$ cat src/rtl/dp_types_pkg.sv
// dp_types_pkg: shared datapath types for the fetch/branch-prediction slice.
//   word_t              32-bit machine word
//   bpred_state_t       2-bit saturating predictor state (BPRED_*)
//   branch_pred_frame_t one BTB entry {state, target}, 34 bits
//   pred_record_t       one in-flight prediction kept until execute resolves it
//   BPU_DEPTH           default number of in-flight prediction records
package dp_types_pkg;

    typedef logic [31:0] word_t;

    typedef enum logic [1:0] {
        BPRED_NH = 2'b00,   // not taken, hard
        BPRED_NS = 2'b01,   // not taken, soft
        BPRED_TS = 2'b10,   // taken, soft
        BPRED_TH = 2'b11    // taken, hard
    } bpred_state_t;

    typedef struct packed {
        bpred_state_t state;
        word_t        target;
    } branch_pred_frame_t;

    typedef struct packed {
        word_t              pc;
        branch_pred_frame_t entry;
        logic               pred_taken;
        word_t              pred_npc;
    } pred_record_t;

    localparam int BPU_DEPTH = 4;

    function automatic logic bpred_is_taken(input bpred_state_t s);
        return (s == BPRED_TS) || (s == BPRED_TH);
    endfunction

endpackage

$ cat src/rtl/bpu_pred_fifo.sv
// bpu_pred_fifo: in-order circular queue of pred_record_t.
// Ports:
//   CLK, nRST        clock, asynchronous active-low reset (pointers/count)
//   push_i, wdata_i  enqueue a record at the tail
//   pop_i            dequeue the head record
//   flush_i          empty the queue; wins over a same-cycle push
//   rdata_o          head record (combinational read)
//   count_o, full_o, empty_o  occupancy status
module bpu_pred_fifo
    import dp_types_pkg::*;
#(
    parameter int  DEPTH = BPU_DEPTH,
    localparam int PTR_W = $clog2(DEPTH),
    localparam int CNT_W = PTR_W + 1
) (
    input  logic               CLK,
    input  logic               nRST,
    input  logic               push_i,
    input  logic               pop_i,
    input  logic               flush_i,
    input  pred_record_t       wdata_i,
    output pred_record_t       rdata_o,
    output logic [CNT_W-1:0]   count_o,
    output logic               full_o,
    output logic               empty_o
);

    pred_record_t     mem_q [DEPTH];
    logic [PTR_W-1:0] head_q, head_d;
    logic [PTR_W-1:0] tail_q, tail_d;
    logic [CNT_W-1:0] count_q, count_d;
    logic             do_push, do_pop;

    assign full_o  = (count_q == CNT_W'(DEPTH));
    assign empty_o = (count_q == '0);
    assign count_o = count_q;
    assign rdata_o = mem_q[head_q];

    assign do_pop  = pop_i && !empty_o;
    // A full queue still accepts a push when the head leaves in the same cycle.
    assign do_push = push_i && !flush_i && (!full_o || do_pop);

    always_comb begin
        head_d  = head_q;
        tail_d  = tail_q;
        count_d = count_q;
        if (flush_i) begin
            head_d  = '0;
            tail_d  = '0;
            count_d = '0;
        end else begin
            if (do_push) tail_d = tail_q + PTR_W'(1);
            if (do_pop)  head_d = head_q + PTR_W'(1);
            case ({do_push, do_pop})
                2'b10:   count_d = count_q + CNT_W'(1);
                2'b01:   count_d = count_q - CNT_W'(1);
                default: count_d = count_q;
            endcase
        end
    end

    always_ff @(posedge CLK or negedge nRST) begin
        if (!nRST) begin
            head_q  <= '0;
            tail_q  <= '0;
            count_q <= '0;
        end else begin
            head_q  <= head_d;
            tail_q  <= tail_d;
            count_q <= count_d;
        end
    end

    // Record storage carries no reset; validity is tracked by count_q alone.
    always_ff @(posedge CLK) begin
        if (do_push) mem_q[tail_q] <= wdata_i;
    end

endmodule

$ cat src/rtl/branch_predict_unit.sv
// branch_predict_unit: client and writer of the 256-entry branch target buffer.
// Fetch side: indexes the BTB with fetch_pc, forms pred_npc/pred_taken and
// records each prediction in an in-order in-flight queue (bpu_pred_fifo).
// Resolve side: pops the oldest record on resolve_valid, raises mispredict with
// correct_pc, and drives the BTB update port (btb_wen/wsel_ind/wdat/phit).
// Ports:
//   CLK, nRST                         clock, asynchronous active-low reset
//   fetch_valid/pc/stall              fetch request
//   pred_npc, pred_taken, queue_full  prediction and back-pressure
//   resolve_valid/is_branch/taken/target  execute outcome for the oldest record
//   mispredict, correct_pc            flush/redirect request
//   underflow_err                     sticky: resolve with nothing in flight
//   btb_rsel_ind, btb_rdat            BTB read port
//   btb_wen, btb_wsel_ind, btb_wdat, btb_phit  BTB update port
// Build option: define BPU_STATS_EN to add stat_branches and stat_mispredicts
// (saturating 32-bit event counters).
module branch_predict_unit
    import dp_types_pkg::*;
#(
    parameter int DEPTH = BPU_DEPTH,
    parameter int IDX_W = 8
) (
    input  logic               CLK,
    input  logic               nRST,
    input  logic               fetch_valid,
    input  logic [31:0]        fetch_pc,
    input  logic               fetch_stall,
    output logic [31:0]        pred_npc,
    output logic               pred_taken,
    output logic               queue_full,
    input  logic               resolve_valid,
    input  logic               resolve_is_branch,
    input  logic               resolve_taken,
    input  logic [31:0]        resolve_target,
    output logic               mispredict,
    output logic [31:0]        correct_pc,
    output logic               underflow_err,
    output logic [IDX_W-1:0]   btb_rsel_ind,
    input  branch_pred_frame_t btb_rdat,
    output logic               btb_wen,
    output logic [IDX_W-1:0]   btb_wsel_ind,
    output branch_pred_frame_t btb_wdat,
    output logic               btb_phit
`ifdef BPU_STATS_EN
    ,
    output logic [31:0]        stat_branches,
    output logic [31:0]        stat_mispredicts
`endif
);

    localparam int CNT_W = $clog2(DEPTH) + 1;

    pred_record_t     push_rec, head_rec;
    logic [CNT_W-1:0] fifo_count;
    logic             fifo_empty;
    logic             resolve_ok;
    word_t            actual_npc;
    logic             underflow_q;
    logic             unused_ok;

    // ---------------- Predict ----------------
    assign btb_rsel_ind = fetch_pc[IDX_W+1:2];
    assign pred_taken   = bpred_is_taken(btb_rdat.state);
    assign pred_npc     = pred_taken ? btb_rdat.target : fetch_pc + 32'd4;

    assign push_rec = '{pc: fetch_pc, entry: btb_rdat,
                        pred_taken: pred_taken, pred_npc: pred_npc};

    bpu_pred_fifo #(.DEPTH(DEPTH)) u_fifo (
        .CLK     (CLK),
        .nRST    (nRST),
        .push_i  (fetch_valid && !fetch_stall),
        .pop_i   (resolve_valid),
        .flush_i (mispredict),
        .wdata_i (push_rec),
        .rdata_o (head_rec),
        .count_o (fifo_count),
        .full_o  (queue_full),
        .empty_o (fifo_empty)
    );

    // ---------------- Resolve ----------------
    assign resolve_ok = resolve_valid && !fifo_empty;
    assign actual_npc = (resolve_is_branch && resolve_taken) ? resolve_target
                                                             : head_rec.pc + 32'd4;
    // Comparing full next-PCs also catches a non-branch that aliased onto a
    // taken BTB entry.
    assign mispredict = resolve_ok && (actual_npc != head_rec.pred_npc);
    assign correct_pc = actual_npc;

    assign btb_wen          = resolve_ok && resolve_is_branch;
    assign btb_wsel_ind     = head_rec.pc[IDX_W+1:2];
    // Old state is written back; the BTB applies the saturating step from phit.
    assign btb_wdat.state   = head_rec.entry.state;
    assign btb_wdat.target  = resolve_taken ? resolve_target : head_rec.entry.target;
    assign btb_phit         = resolve_taken;

    always_ff @(posedge CLK or negedge nRST) begin
        if (!nRST) begin
            underflow_q <= 1'b0;
        end else if (resolve_valid && fifo_empty) begin
            underflow_q <= 1'b1;
        end
    end
    assign underflow_err = underflow_q;

    // Recorded prediction flag and occupancy are kept for debug visibility only.
    assign unused_ok = ^{head_rec.pred_taken, fifo_count};

`ifdef BPU_STATS_EN
    logic [31:0] stat_br_q, stat_mis_q;

    always_ff @(posedge CLK or negedge nRST) begin
        if (!nRST) begin
            stat_br_q  <= '0;
            stat_mis_q <= '0;
        end else begin
            if (btb_wen && (stat_br_q != 32'hFFFF_FFFF))
                stat_br_q <= stat_br_q + 32'd1;
            if (mispredict && (stat_mis_q != 32'hFFFF_FFFF))
                stat_mis_q <= stat_mis_q + 32'd1;
        end
    end
    assign stat_branches    = stat_br_q;
    assign stat_mispredicts = stat_mis_q;
`endif

endmodule
$ cat config.mk
export PLATFORM = sky130hd
export DESIGN_NAME = branch_predict_unit
export DESIGN_NICKNAME = d
export VERILOG_FILES = /design/src/rtl/dp_types_pkg.sv /design/src/rtl/bpu_pred_fifo.sv /design/src/rtl/branch_predict_unit.sv
export SDC_FILE = /design/constraint.sdc
export NUM_CORES = 1
export LEC_CHECK = 0
export ABC_AREA = 1
export CORE_MARGIN = 2
export CORE_UTILIZATION = 25
export DETAILED_ROUTE_END_ITERATION = 10
export PLACE_DENSITY_LB_ADDON = 0.05
export SLEW_MARGIN = 0
export SYNTH_ARGS = -nofsm -noshare
export SYNTH_HDL_FRONTEND = slang
export SYNTH_HIERARCHICAL = 1
export SYNTH_SLANG_ARGS = --single-unit
$ cat constraint.sdc
create_clock -name CLK -period 15.2 [get_ports CLK]
set_clock_uncertainty 0.05 [all_clocks]
set_input_delay 1.52 -clock CLK [delete_from_list [all_inputs] [get_ports CLK]]
set_output_delay 1.52 -clock CLK [all_outputs]
set_load 0.1 [all_outputs]
==> out/summary.txt <==
vias per cell: 4.58
Final min period: 7.96 ns
Ys Warns: 6
Syn Area/Cell: 10.5 sq um
die width: 277 um
htree depth: 2
FILL cells: 7,598
critical path buffer and inverter count: 3
critical path required time: 13.63 ns
Final HPWL DP: 46,600 um
Placed Cells: 2,891
Vias: 13,600
post-cts hold buffer count: 0
crit path DAT: 6.39 ns
setup bufs post-CTS: 0
syn nets: 1,880
Core ar.: 0.0741 sq mm
clk buf depth: 3
DRT antenna net count: 0
final instance count without filler cells: 2,977
Final Hold Slack: 0.405 ns
CTS buffer count: 48
critical path fanouts, max: 47
Diodes inserted: 0
cell family with most CP delay: simple AND/OR/NAND/NOR gates
Fin. Hold Viols: 0
vias in the first global route: 13,700
final worst path period share: 52.4%
clock transition at the registers of the reported paths: 0.06 ns
DRT Pass-1 Iters: 5
clk sinks: 400
port buffer count: 224
P&R area growth vs syn: 24.8%
Worst Setup End Kind: output pin
setup TNS: 0 ns
IO Pins: 225
DIE HEIGHT: 277 um
CTS tree: done
Cell Pwr Density: 197 mW/mm^2
# DRC: 0
Initial DRC Count: 723
critical path launch point type: flop
max cap viols: 0
GPL Wtd Cong: 0.815
outcome: finished, final reports clean
die footprint: 0.0766 sq mm
first-pass GRT wire length: 97,900 um
Most common cell on crit path: nand2_1
Post-Route WL: 68,300 um
CP cell instances: inv_2, buf_4, o21ai_0, o22ai_1, nand2_1, nor2_1, nand2_1, nor2_2, nand2_1, nand3_2, nand2_1, nand2_1, nand2_1, nor2_1, nand2_1, nor2_1, nand3_1, nor2_1, nor2_1, clkdlybuf4s50_1
total track usage: 17.5%
Slew headroom: 22.0%
DR WL/cell: 22.9 um
Clk Tree Root Cell: clkbuf_16
Worst Hold Class: flop to flop
Least-Margin Pin Slew: 1.17 ns
Slowest-stage cell, CP: clkdlybuf4s50_1
Starting Density: 25.1%
initial antenna violation count: 5
Post-Syn Area: 0.0186 sq mm
clock latency on the worst-skew pair: 0.60 ns
fmax: 126 MHz
layout cells sized above 1: 8.72%
CP Class: flop to output pin
Slew Viols, Final: 0
RSZ-0062 raised after global routing: no
setup violators final: 0
gr ovfl total: 0
Max VDD drop: 170 uV
gate count of the mapped netlist: 1,768
Final #Nets: 2,084
pin count of the biggest net entering global routing: 88
Core Rows: 100
# resized after CTS: 0
Leak Pwr: 0.00827 uW
Max stage delay on crit path: 1.00 ns
## path summary, 6_finish.rpt
kind | from | endpoint | slack, ns | depth (start not counted)
max in group asynchronous | nRST | u_fifo/head_q[1]$_DFFE_PN0P_ | 13.49 | 1
worst max register to register | u_fifo/head_q[1]$_DFFE_PN0P_ | u_fifo/mem_q[0][88]$_DFFE_PP_ | 7.68 | 26
min in group asynchronous | nRST | u_fifo/count_o[0]$_DFFE_PN0P_ | 1.23 | 1
worst max-delay path | u_fifo/head_q[1]$_DFFE_PN0P_ | mispredict | 7.24 | 20
worst min register to register | underflow_err$_DFFE_PN0P_ | underflow_err$_DFFE_PN0P_ | 0.41 | 1
worst min-delay path | underflow_err$_DFFE_PN0P_ | underflow_err$_DFFE_PN0P_ | 0.41 | 1
## sequential cells by signal, indices dropped and copies added (netlist names)
register,count
u_fifo/head_q,2
underflow_err,1
u_fifo/count_o,3
u_fifo/mem_q,392
u_fifo/tail_q,2
## cell usage in the layout (no fill, tap or decap), drive strengths merged, types with 5 or more instances in the layout
master,count
nor3,7
buf,26
dfrtp,8
nand3,93
xnor2,5
inv,126
clkbuf,67
nand3b,12
xor2,15
mux2,19
a21oi,20
ha,6
edfxtp,392
clkdlybuf4s50,221
clkinv,14
nand2,337
o21ai,214
o22ai,98
nor2,302
nand4,6
## metal layers
layer	wire length [um]	GRT usage, %	vias to the layer above
li1	-	-	6566
met4	1630	4.50	4
met5	27	0	-
met3	3000	3.37	86
met2	32700	29.7	272
met1	30900	22.9	6695
## area by class of cell
class | instances | area, sq um | share of cell area, %
Sequential cell | 400 | 12000 | 51.6
Clock buffer | 67 | 1310 | 5.65
Clock inverter | 19 | 173 | 0.744
Tap cell | 969 | 1210 | 5.22
Timing Repair Buffer | 247 | 2400 | 10.3
Inverter | 124 | 470 | 2.03
Multi-Input combinational cell | 1151 | 5670 | 24.4
## stage by stage
stage / util [%] / worst slack [ns] / instance area [sq um] / power, uW
2_1_floorplan: - / 4.25 / 18600 / 2880
3_3_place_gp: 29.3 / 7.09 / 21700 / 3530
3_5_place_dp: 29.3 / 6.99 / 21700 / 3520
4_1_cts: 31.3 / 7.00 / 23200 / 4640
5_1_grt: 31.3 / 6.74 / 23200 / 4800
6_report: 31.3 / 7.24 / 23200 / 4560
## report_power, final
part,leakage [uW],switching [uW],internal (uW),total (uW)
logic,0.00390,1640,474,2120
clock network,0.000723,459,637,1100
registers,0.00365,35.7,1320,1350
total,0.00827,2140,2430,4560
(Power assumes the default switching activity.)
